==> src/rtl/pipeline_hazard_ctrl_pkg.sv <==
// Shared pipeline definitions: FSM state encoding, hazard-event priorities
// and the load-use hazard test.
package pipeline_hazard_ctrl_pkg;

    typedef enum logic [1:0] {
        ST_RUN    = 2'd0,
        ST_ISTALL = 2'd1,
        ST_DSTALL = 2'd2,
        ST_FLUSH  = 2'd3
    } state_t;

    // Encoded value doubles as priority: larger wins.
    typedef enum logic [2:0] {
        EV_NONE     = 3'd0,
        EV_LOAD_USE = 3'd1,
        EV_ICACHE   = 3'd2,
        EV_BRANCH   = 3'd3,
        EV_DCACHE   = 3'd4
    } event_t;

    function automatic logic load_use_hazard(
        input logic       ex_mem_r_en,
        input logic [4:0] ex_regD,
        input logic [4:0] id_regA,
        input logic [4:0] id_regB,
        input logic       id_uses_regB
    );
        return ex_mem_r_en && (ex_regD != 5'd0) &&
               ((ex_regD == id_regA) || (id_uses_regB && (ex_regD == id_regB)));
    endfunction

    function automatic event_t top_event(
        input logic dcache_block,
        input logic branch_taken,
        input logic icache_block,
        input logic load_use
    );
        if (dcache_block)      return EV_DCACHE;
        else if (branch_taken) return EV_BRANCH;
        else if (icache_block) return EV_ICACHE;
        else if (load_use)     return EV_LOAD_USE;
        else                   return EV_NONE;
    endfunction

endpackage

==> src/rtl/pipeline_hazard_ctrl_sat_counter.sv <==
// Up-counter that sticks at all-ones; synchronous clear has priority over enable.
module sat_counter #(
    parameter int W = 8
) (
    input  logic         clk,
    input  logic         clr,
    input  logic         en,
    output logic [W-1:0] count
);

    logic [W-1:0] count_q, count_d;

    always_comb begin
        count_d = count_q;
        if (clr)
            count_d = '0;
        else if (en && (count_q != '1))
            count_d = count_q + W'(1);
    end

    always_ff @(posedge clk) begin
        count_q <= count_d;
    end

    assign count = count_q;

endmodule

==> src/rtl/pipeline_hazard_ctrl.sv <==
// Pipeline hazard controller: stage enables, bubble injection and stall/flush
// statistics for a 4-stage in-order pipeline.
//
// state  | meaning
// RUN    | normal flow; load-use or icache miss handled here
// ISTALL | fetch frozen until icache_block drops
// DSTALL | whole pipe frozen on dcache miss; returns to saved state
// FLUSH  | shadow counter running, decode fed bubbles
module pipeline_hazard_ctrl
    import pipeline_hazard_ctrl_pkg::*;
#(
    parameter int BRANCH_SHADOW = 2,
    parameter int CNT_W         = 32
) (
    input  logic             clk,
    input  logic             reset,
    input  logic [4:0]       id_regA,
    input  logic [4:0]       id_regB,
    input  logic             id_uses_regB,
    input  logic             ex_mem_r_en,
    input  logic [4:0]       ex_regD,
    input  logic             branch_taken,
    input  logic             icache_block,
    input  logic             dcache_block,
    output logic             en_fetch,
    output logic             en_decode,
    output logic             en_alu,
    output logic             en_mem,
    output logic             flush_decode,
    output logic             flush_alu,
    output logic             inject_nop,
    output logic [1:0]       state,
    output logic [CNT_W-1:0] stall_cycles,
    output logic [15:0]      flush_count
);

    localparam logic [1:0] SHADOW_LOAD = 2'(BRANCH_SHADOW - 1);
    localparam state_t     BR_NEXT     = (BRANCH_SHADOW > 1) ? ST_FLUSH : ST_RUN;

    state_t     state_q, state_d;
    state_t     saved_q, saved_d;
    logic [1:0] shadow_q, shadow_d;
    logic       flush_inc;
    event_t     ev;

    assign ev = top_event(dcache_block, branch_taken, icache_block,
                          load_use_hazard(ex_mem_r_en, ex_regD, id_regA, id_regB, id_uses_regB));

    always_comb begin
        en_fetch     = 1'b1;
        en_decode    = 1'b1;
        en_alu       = 1'b1;
        en_mem       = 1'b1;
        flush_decode = 1'b0;
        flush_alu    = 1'b0;
        inject_nop   = 1'b0;
        flush_inc    = 1'b0;
        state_d      = state_q;
        saved_d      = saved_q;
        shadow_d     = shadow_q;

        if (reset) begin
            state_d  = ST_RUN;
            saved_d  = ST_RUN;
            shadow_d = 2'd0;
        end else if (ev == EV_DCACHE) begin
            en_fetch  = 1'b0;
            en_decode = 1'b0;
            en_alu    = 1'b0;
            en_mem    = 1'b0;
            state_d   = ST_DSTALL;
            if (state_q != ST_DSTALL)
                saved_d = state_q;
        end else if (ev == EV_BRANCH) begin
            flush_decode = 1'b1;
            flush_alu    = 1'b1;
            flush_inc    = 1'b1;
            shadow_d     = SHADOW_LOAD;
            state_d      = BR_NEXT;
        end else begin
            unique case (state_q)
                ST_RUN: begin
                    if (ev == EV_ICACHE || ev == EV_LOAD_USE) begin
                        en_fetch     = 1'b0;
                        en_decode    = 1'b0;
                        flush_decode = 1'b1;
                        inject_nop   = 1'b1;
                    end
                    if (ev == EV_ICACHE)
                        state_d = ST_ISTALL;
                end
                ST_ISTALL: begin
                    en_fetch     = 1'b0;
                    en_decode    = 1'b0;
                    flush_decode = 1'b1;
                    inject_nop   = 1'b1;
                    state_d      = icache_block ? ST_ISTALL : ST_RUN;
                end
                ST_FLUSH: begin
                    flush_decode = 1'b1;
                    if (shadow_q <= 2'd1) begin
                        shadow_d = 2'd0;
                        state_d  = icache_block ? ST_ISTALL : ST_RUN;
                    end else begin
                        shadow_d = shadow_q - 2'd1;
                    end
                end
                ST_DSTALL: begin
                    // Exit cycle runs with default outputs; the saved state picks up next cycle.
                    state_d = saved_q;
                end
                default: state_d = ST_RUN;
            endcase
        end
    end

    always_ff @(posedge clk) begin
        state_q  <= state_d;
        saved_q  <= saved_d;
        shadow_q <= shadow_d;
    end

    assign state = state_q;

    sat_counter #(.W(CNT_W)) u_stall_cnt (
        .clk   (clk),
        .clr   (reset),
        .en    (~en_fetch),
        .count (stall_cycles)
    );

    sat_counter #(.W(16)) u_flush_cnt (
        .clk   (clk),
        .clr   (reset),
        .en    (flush_inc),
        .count (flush_count)
    );

endmodule

==> config.mk <==
export PLATFORM = sky130hd
export DESIGN_NAME = pipeline_hazard_ctrl
export DESIGN_NICKNAME = d
export VERILOG_FILES = /design/src/rtl/pipeline_hazard_ctrl_pkg.sv /design/src/rtl/pipeline_hazard_ctrl_sat_counter.sv /design/src/rtl/pipeline_hazard_ctrl.sv
export SDC_FILE = /design/constraint.sdc
export NUM_CORES = 1
export LEC_CHECK = 0
export ABC_AREA = 1
export CORE_MARGIN = 2
export CORE_UTILIZATION = 45
export CTS_BUF_LIST = sky130_fd_sc_hd__clkbuf_4
export CTS_CLUSTER_SIZE = 25
export DETAILED_ROUTE_END_ITERATION = 12
export HOLD_SLACK_MARGIN = 0.15
export PLACE_DENSITY = 0.75
export SLEW_MARGIN = 40
export SYNTH_ARGS = -nofsm -noshare
export SYNTH_HDL_FRONTEND = slang
export SYNTH_SLANG_ARGS = --single-unit
==> constraint.sdc <==
create_clock -name clk -period 7 [get_ports clk]
set_clock_uncertainty 0.05 [all_clocks]
set_input_delay 1.75 -clock clk [delete_from_list [all_inputs] [get_ports clk]]
set_output_delay 1.75 -clock clk [all_outputs]
set_load 0.01 [all_outputs]
==> flow_summary.toml <==
[detailed_routing]
ant_nets = 0
drt_iter0_markers = 164
remaining_drc_errors = 0
vias = 3741
firstDrtPassIters = 5
routed_via_density = 5.254
wl_per_cell_microns = 13.06
routed_wl_microns = 9298

[place]
placed_cell_area_sq_mm = 0.004314
gp_congestion = 0.9627
place_hpwl_microns = 6829
io_buffers = 78
dp.cells = 704

[final_layout]
insertedDiodeCount = 0
final_layout_size_suffix_gt1_share_pct = 4.426
fin_area_sq_mm = 0.004415
stdcell_count = 712
area_growth_pct = 24.83
fin_nets = 633

[sta]
holdWs_ns = 0.4240
max_freq_ghz = 0.1658
finalHoldViolCount = 0
rsz0062_at_grt = "false"
fin_setup_tns_ns = 0
finalCritPeriodShare_pct = 86.16
worstMarginPinSlew_ns = 0.7533
final-setup-viol-count = 0
period_needed_ns = 6.031
maxSlewHeadroom_pct = 49.72
slew_viol_final = 0

[worst_hold_path]
min_path_cells = 2
hp-class = "reg -> reg"

[pwr]
switching_share_pct = 24.57
p_int_uw = 451.3
comb_power_share_pct = 12.5
ir_drop_v = 0.00007357
seqPwrFrac_pct = 52.5
power_density_mw_per_mm2 = 135.5
finalPower_uw = 598.4
leakage_uw = 0.001642
clkPwrFrac_pct = 34.9
power.switching_uw = 147.0

[run]
maxCapViolCount = 0

[cts]
cts_tree = "yes"
cts_root_buf = "clkbuf_4"
postCtsResizedCells = 0
worstSkewPairLatency_ns = 0.38
h-tree-depth = 2
cts_hold_buf = 0
cts-buffers-inserted = 5
clk_path_buf_depth = 2
cts_setup_buffers = 0
clkSinkCount = 54
clk_pin_slew_worst_paths_ns = 0.15

[synth]
synth-main-ff-cell = "dfxtp_1"
synth_edf_count = 0
yosysUniqueCellTypes = 32
async_flop_share_pct = 0
ys_top_cells_by_area = "dfxtp_1, nand2_1, nand4_1"
synthesis.nets = 572
synth_area_leader_cell = "dfxtp_1"
synth_top_family_by_area = "simple AND/OR/NAND/NOR gates"
synth_top_area_share_pct = 30.56
synth-adder-area-share_pct = 0.7075
synth_commonest_cells = "nand2_1, nor2_1, dfxtp_1, inv_1, nand4_1"
yosys.area_share.xor_xnor_pct = 9.409
synth_cells = 548
netlist_area_sq_mm = 0.003537
synthSimpleGateAreaFrac_pct = 41.28
synth_mux_area_share_pct = 0
ys_warn_count = 0
yosysSeqAreaShare_pct = 30.56
yosysMostFrequentCell = "nand2_1"
yosys_register_bits = 54
synth_compound_area_share_pct = 7.853
avgSynthCellArea_sq_um = 6.455

[critical_path]
critical_path.max_fanout = 33
cp-start-kind = "input port"
crit_path_end_kind = "output pin"
critical_path_arrival_ns = 4.23
reg2reg_depth = 9
required_ns = 5.20
path_class = "in -> out"

[die]
initial_core_util_pct = 46.01
die-area_sq_mm = 0.008586
die_h_microns = 92.66
core_area_sq_mm = 0.007687
rows = 32
die_x_microns = 92.66
io_pins = 79

[status]
outcome = "complete, no violations"

[global_routing]
overflow = 0
track_usage_pct = 21.63
antenna_found_initial = 0
grt_max_degree = 45
grt_pass1_vias = 3387
grt_pass1_wl_microns = 15460
## worst max-delay path: stages
cell and delay (ns):
clkdlybuf4s50_1 0.56, inv_2 0.04, nand2_1 0.06, nand2_1 0.05, nor2_1 0.10, nand3_1 0.07, nand2_1 0.08, nand2_1 0.05
nand2_1 0.08, nand2_2 0.11, nand3_1 0.14, nand2_2 0.39, nand2_1 0.20, clkdlybuf4s50_1 0.56
## logic make-up (layout without fill, tap and decap cells)
logic type,after synthesis,count (layout)
AOI/OAI and AO/OA,54,54
xor gates and xnor gates,38,38
adders and majority gates,2,2
buffers and inverters,83,145
DFF,54,54
and+or+nand+nor,317,317
## metrics by stage
| step | worst slack (ns) | util [%] |
|---|---|---|
| final | 0.9691 | 57.44 |
| after detailed placement | 0.9431 | 56.12 |
| after CTS | 0.9479 | 57.44 |
| after floorplan | 2.215 | - |
| after global routing | 0.7669 | 57.44 |
| after global placement | 1.032 | 56.12 |
## power by group through the flow
stage / registers [uW] / clock network, uW / logic (uW)
detailed placement: 321 / 0 / 74.6
finish: 314 / 209 / 75.0
CTS: 314 / 216 / 74.9
global route: 315 / 223 / 82.7
floorplan: 321 / 0 / 46.7
global placement: 321 / 0 / 73.0
## path summary, 6_finish.rpt
path / from / to / slack [ns]
setup reg to reg: u_stall_cnt.count[1] / u_stall_cnt.count[30] / 4.11
hold reg to reg: saved_q[0] / saved_q[0] / 0.42
setup / recovery: ex_regD[0] / en_decode / 0.97
hold / removal: saved_q[0] / saved_q[0] / 0.42
## state kept, by name, indices dropped and copies added (netlist names)
signal             flops
shadow_q               2
saved_q                2
u_stall_cnt.count     32
state                  2
u_flush_cnt.count     16
## metal layers
layer	track usage, %	vias up	part of all wire (%)
li1	-	1921	-
met1	29.73	1704	49
met2	35.71	107	45
met3	3.336	9	5.4
met4	5.270	0	1.0
met5	0	-	0
## cell usage in the layout, fill, tap and decap left out, types with 2 or more instances in the layout
| master | n |
|---|---|
| nand2_1 | 154 |
| clkdlybuf4s50_1 | 78 |
| nor2_1 | 59 |
| dfxtp_1 | 54 |
| inv_1 | 51 |
| nand4_1 | 48 |
| a21oi_1 | 45 |
| xor2_1 | 23 |
| nand3_1 | 21 |
| nor3_1 | 16 |
| xnor2_1 | 15 |
| inv_2 | 6 |
| o21ai_0 | 6 |
| nor4_1 | 5 |
| clkbuf_4 | 5 |
| nand2_2 | 3 |
| nor2_4 | 2 |
| nand3_2 | 2 |
| ha_1 | 2 |
| bufinv_16 | 2 |
| buf_4 | 2 |
## area by class of cell
class | instances | area, sq um
fill | 751 | 3272
multi-input combinational | 411 | 2096
sequential | 54 | 1081
timing repair buffer | 80 | 795.8
inverter | 57 | 214.0
tap | 102 | 127.6
clock inverter | 3 | 63.81
clock buffer | 5 | 37.54
(Power assumes the default switching activity.)
